## config.mk

```make
export PLATFORM = sky130hd
export DESIGN_NAME = lr_deserializer_sfr
export DESIGN_NICKNAME = d
export VERILOG_FILES = /design/src/rtl/lr_deserializer_sfr.sv
export SDC_FILE = /design/constraint.sdc
export NUM_CORES = 1
export LEC_CHECK = 0
export ABC_AREA = 1
export ABC_CLOCK_PERIOD_IN_PS = 2100
export BUFFER_PORTS_ARGS = -buffer_cell sky130_fd_sc_hd__buf_2
export CAP_MARGIN = 40
export CORE_MARGIN = 2
export CORE_UTILIZATION = 35
export CTS_BUF_LIST = sky130_fd_sc_hd__clkbuf_8
export DETAILED_ROUTE_END_ITERATION = 12
export PLACE_DENSITY = 0.59
export REMOVE_ABC_BUFFERS = 1
export SYNTH_ARGS = -nofsm -noshare
export SYNTH_HDL_FRONTEND = slang
export SYNTH_SLANG_ARGS = --single-unit
```

## constraint.sdc

```tcl
create_clock -name clk -period 2.1 [get_ports clk]
set_input_delay 0.42 -clock clk [delete_from_list [all_inputs] [get_ports clk]]
set_output_delay 0.42 -clock clk [all_outputs]
set_load 0.02 [all_outputs]
```

## src/rtl/lr_deserializer_sfr.sv

```systemverilog
// lr_deserializer_sfr: serial-to-parallel collector (MSB- or LSB-first) with a one-word output holding register
module lr_deserializer_sfr #(
    parameter int SIZE = 32
) (
    input  logic                      clk,
    input  logic                      rst,
    input  logic                      clear,
    input  logic                      msb_first,
    input  logic                      bit_in,
    input  logic                      bit_valid,
    output logic                      bit_ready,
    output logic [SIZE-1:0]           word_out,
    output logic                      word_valid,
    input  logic                      word_ready,
    output logic [$clog2(SIZE+1)-1:0] bit_count
);
    localparam int CW = $clog2(SIZE+1);

    logic [SIZE-1:0] r_sr;
    logic [SIZE-1:0] r_word;
    logic [CW-1:0]   r_cnt;
    logic            r_dir;
    logic            r_valid;
    logic            w_last;
    logic            w_acc;
    logic            w_dir;
    logic [SIZE-1:0] w_next;

    assign w_last     = r_cnt == CW'(SIZE-1);
    assign bit_ready  = !clear && (!w_last || !r_valid || word_ready);
    assign w_acc      = bit_valid && bit_ready;
    assign w_dir      = (r_cnt == '0) ? msb_first : r_dir;
    assign w_next     = w_dir ? {r_sr[SIZE-2:0], bit_in} : {bit_in, r_sr[SIZE-1:1]};
    assign word_out   = r_word;
    assign word_valid = r_valid;
    assign bit_count  = r_cnt;

    // assembly: shift accepted bits in, latch direction on the first bit, restart after a full word or clear
    always_ff @(posedge clk) begin
        if (rst) begin
            r_sr  <= '0;
            r_cnt <= '0;
            r_dir <= 1'b1;
        end else if (clear) begin
            r_sr  <= '0;
            r_cnt <= '0;
        end else if (w_acc) begin
            if (r_cnt == '0)
                r_dir <= msb_first;
            r_sr  <= w_last ? '0 : w_next;
            r_cnt <= w_last ? '0 : r_cnt + CW'(1);
        end
    end

    // holding register: load on completion (which may coincide with a drain), otherwise drop valid on drain
    always_ff @(posedge clk) begin
        if (rst) begin
            r_word  <= '0;
            r_valid <= 1'b0;
        end else if (w_acc && w_last) begin
            r_word  <= w_next;
            r_valid <= 1'b1;
        end else if (r_valid && word_ready) begin
            r_valid <= 1'b0;
        end
    end
endmodule

```

# == Word level (Yosys, flattened, before mapping) ==
# Cells that the tools add are included.
# word_totals
reg_bits,72
inputBits,7
output_inout_bits,40
elab_cells,27
# op_classes
n_addsub,1
n_eq_ne,1
mux,6
n_bitwise,1
reduce_logical,13
# op_table
op,n
$mux W32,2
$add A6 B1 Y6 const B,1
$eq A6 B5 Y1 const B,1
$logic_not A6 Y1,1
$mux W6,1
$logic_and A1 B1 Y1,4
$logic_not A1 Y1,3
$mux W1,3
$logic_or A1 B1 Y1,2
$reduce_and A2 Y1,1
$reduce_bool A2 Y1,1
$reduce_or A2 Y1,1
$not A1 Y1,1

# == Depth between registers and ports, before layout ==
# logic_depth
word_depth,8
depth_mapped,11
depth_no_buf,11

# == Worst setup path before layout ==
# OpenSTA, ideal clock, no wires.
# synth_timing
path_kind,register -> register
startpoint,register r_cnt[0] (netlist: bit_count[0])
endpoint,register r_sr[26]
setup_ns,0.132
arrival_ns,1.545
required_time_ns,1.968
path_slack_ns,0.423
stages_incl_launch_ff,11
n_path_buf,2
synth_period_minus_slack_ns,1.677
path_cell_list,dfxtp_1 inv_1 ha_1 inv_1 nor2_2 nand4_2 buf_2 buf_6 nand3_1 nand3_1 a21oi_1
# synth_via
elab_chain_cells,6
elab_cells_between_ends,10
cone_classes,eq/ne (1); mux (3); reduce/logical (6)
# synth_lines
item,line,source
start: declaration,21,logic [CW-1:0] r_cnt;
start signal: assignment,51,r_cnt <= w_last ? '0 : r_cnt + CW'(1);
$eq A6 B5 Y1,29,assign w_last = r_cnt == CW'(SIZE-1);
$logic_not A1 Y1,30,assign bit_ready = !clear && (!w_last || !r_valid || word_ready);
$logic_or A1 B1 Y1 (2 in a row),30,
$logic_and A1 B1 Y1,30,
$logic_and A1 B1 Y1,31,assign w_acc = bit_valid && bit_ready;
end signal: assignment,50,r_sr <= w_last ? '0 : w_next;
end: declaration,19,logic [SIZE-1:0] r_sr;
# Several ways; a longest one is shown, not always the timed one.
# A chain may end at the register's enable or synchronous reset.

# == Worst setup path after layout ==
# layout_timing
startpoint,register r_cnt[0] (netlist: bit_count[0])
endpoint,output port bit_ready
# layout_via
elab_chain_cells,5
# layout_lines
item,line,source
$eq A6 B5 Y1,29,
$logic_not A1 Y1,30,
$logic_or A1 B1 Y1 (2 in a row),30,
$logic_and A1 B1 Y1,30,
end: declaration,11,"output logic bit_ready,"
# Every way passes these cells.

==> reports/results.ini <==
[status]
run_status = complete, no violations

[logic_synthesis]
post_synth_mux_area_share_pct = 0
combinational_family_with_the_most_area_after_synthesis = simple AND/OR/NAND/NOR gates
post_synthesis_xor_xnor_area_fraction_pct = 0.674
synth_seq_area_share_pct = 37.0
synth_seq_cells = 72
yosys_most_used_dff = dfxtp_1
yosys.area_share.simple_pct = 43.0
number_of_enable_type_register_cells_in_the_synthesized_netlist = 0
post_synth_instance_area_um2 = 3900
synth_area_per_cell_um2 = 6.50
synthArstFlopShare_pct = 0
ys_types = 25
synthCells = 600
synth_adder_area_share_pct = 0.642
synth_warnings = 0
complex_gate_fraction_of_the_synthesized_area_pct = 5.39

[floorplan]
initial_util_pct = 36.0
core_region_area_um2 = 10800
fp.dieH_um = 110
chipWidth_um = 110
placementRows = 38
num_io_pins = 47
design.die.area_um2 = 12000

[placement]
placed_cells = 760
hpwl_mm = 5.54
place.port_buffers = 46
gp_congestion = 0.786
worst_case_setup_slack_after_placement_ps = 347
post_dp_cell_area_um2 = 4250

[worst_hold_path]
worstHoldStart = rst
hold_path_class = in -> reg
min_delay_path_depth = 2

[sta]
worst_slew_pin_slew_ps = 406
post-route-worst-setup-slack_ps = 112
grt_setup_unrepaired = no
fin_hold_ws_ps = 278
maximum_clock_frequency_mhz = 503
final-max-slew-violation-count = 0
min_period_over_period_pct = 94.7
hold_viol = 0
slew_headroom_pct = 72.9
min_clock_period_post_route_ps = 1990
report.final.setup_viol = 0
clock-skew-final_ps = 6.84

[clock_network]
hold_buffers = 0
cts_root_buf = clkbuf_8
clk_latency_ps = 340
cts.htree.levels = 3
cts_tree = done
clk_transition_reported_paths_ps = 80
clkSinkCount = 72
cts.path.max_buffers = 2
number_of_buffers_created_by_cts = 9

[routing]
avgViaCountPerCell = 4.85
dr_total_vias = 3772
drt_iter0_markers = 172
detail_route.first_pass.iterations = 5
detail_route.wirelength_mm = 8.91
antenna_violating_nets_post_route = 0
detail_route.drc_violations = 0
route.detailed.wl_per_inst_um = 11.5

[final_layout]
final_design_area_no_fill_um2 = 4470
flip_flop_and_latch_area_um2 = 1450
mostFrequentLayoutCell = nand3_1
drive_above_1_share_pct = 17.9
mostFrequentLayoutCells = nand3_1, nand2_1, inv_1
final_cells = 777
fillers = 1193
n_antenna_cell = 0
multi_input_combinational_cell_area_um2 = 1940
num-nets-final = 641
areaGrowthSynthToFinish_pct = 14.6

[setup_path]
setup.worst_path.start_class = flop
setup.worst_path.end = bit_ready
worst_flop_to_flop_path_startpoint = bit_count[0]$_SDFFE_PP0N_
setup.reg_to_reg.worst_slack_ps = 320
worst_setup_path_startpoint = bit_count[0]$_SDFFE_PP0N_
end_kind = output pin
critPathMaxFanout = 5
worst-endpoint-arrival_ps = 1570
ff2ff_path_depth = 10
crit_type = reg -> out
cp.required_ps = 1680
capturing_point_of_the_worst_reg2reg_path = word_out[0]$_SDFFE_PP0P_

[power_and_ir_drop]
power_per_cell_area_nw_per_um2 = 624
power.static_leakage_uw = 0.00196
ir_worst_vdd_uv = 220

[global_route]
gr-total-overflow = 0
globalRouteTotalUtil_pct = 16.3
first_global_vias = 3509
grt_pass1_wl_mm = 15.9
grt_antenna_before_repair = 0
grt_max_degree = 65

[run]
max-cap-violations = 0

## worst max-delay path, stage by stage, from the launching register on
cell and delay (ps):
dfxtp_4 370, ha_2 210, nand3_2 120, nor2_4 180
nand2_1 100, nand2_1 70, inv_1 40, buf_2 150
## metal layers
layer	share of wire (%)	GRT usage, %	wire (µm)
met2	47	26.8	4200
met4	1.4	5.79	127
met5	0	0	0
met1	46	21.4	4110
met3	5.4	2.90	477
## kinds of logic (layout without fill, tap and decap cells)
family / after synthesis / after routing
AOI/OAI and AO/OA: 42 / 42
xor gates and xnor gates: 3 / 3
adders and majority gates: 2 / 2
buffers and inverters: 124 / 161
DFF: 72 / 72
and+or+nand+nor: 357 / 357
## layout make-up
class	instances	share of cell area (%)
multi-input cells	404	43.4
flip-flops and latches	72	32.4
repair buffers	61	8.80
inverters	84	7.06
well taps	140	3.92
clock buffers	11	3.39
clock inverters	5	1.06
## flip-flops by register name, summed over array words and instances, names as in the netlist
| register | flops |
|---|---|
| r_sr | 32 |
| word_out | 32 |
| bit_count | 6 |
| r_dir | 1 |
| word_valid | 1 |
## repair_timing
item | CTS | global route
endpoints found under the setup margin | 0 | 1
setup buffers | 0 | 1
resized for setup | 0 | 4
## synthesized netlist by cell type, types with 2 or more instances
library cell  count  share of area (%)
nand3_1         158                 20
nand2_1         117                 11
inv_1            81                7.8
dfxtp_1          72                 37
a21oi_1          39                5.0
nor2_1           39                3.8
or2_2            25                4.0
buf_2            23                3.0
clkbuf_1          8               0.77
or2_1             7                1.1
buf_4             5               0.96
buf_1             3               0.29
nand3_2           3               0.77
o21ai_0           3               0.39
ha_1              2               0.64
inv_2             2               0.19
nand4_1           2               0.32
nand4_2           2               0.64
nor2_2            2               0.32
xor2_1            2               0.45
## per-stage QoR
stage	utilization (%)	setup TNS (ps)	power, µW
6_report	41.2	0	2790
5_1_grt	41.2	0	2930
4_1_cts	41.1	0	2830
3_5_place_dp	39.2	0	1710
3_3_place_gp	39.2	0	1710
2_1_floorplan	-	-32740	1610
## how the worst min path moves through the flow
stage,to
floorplan,r_sr[0]$_SDFFE_PP0N_
global placement,r_sr[31]$_SDFFE_PP0N_
detailed placement,r_sr[31]$_SDFFE_PP0N_
CTS,word_valid$_SDFFE_PP0P_
global route,word_valid$_SDFFE_PP0P_
finish,word_valid$_SDFFE_PP0P_
## power by group
part	total (µW)	internal, µW	leakage [µW]	switching (µW)
registers	1390	1380	0.000582	13.3
clock network	1110	602	0.000112	506
logic	290	94.1	0.00127	196
Note: power is estimated with default switching activity, not from simulation.
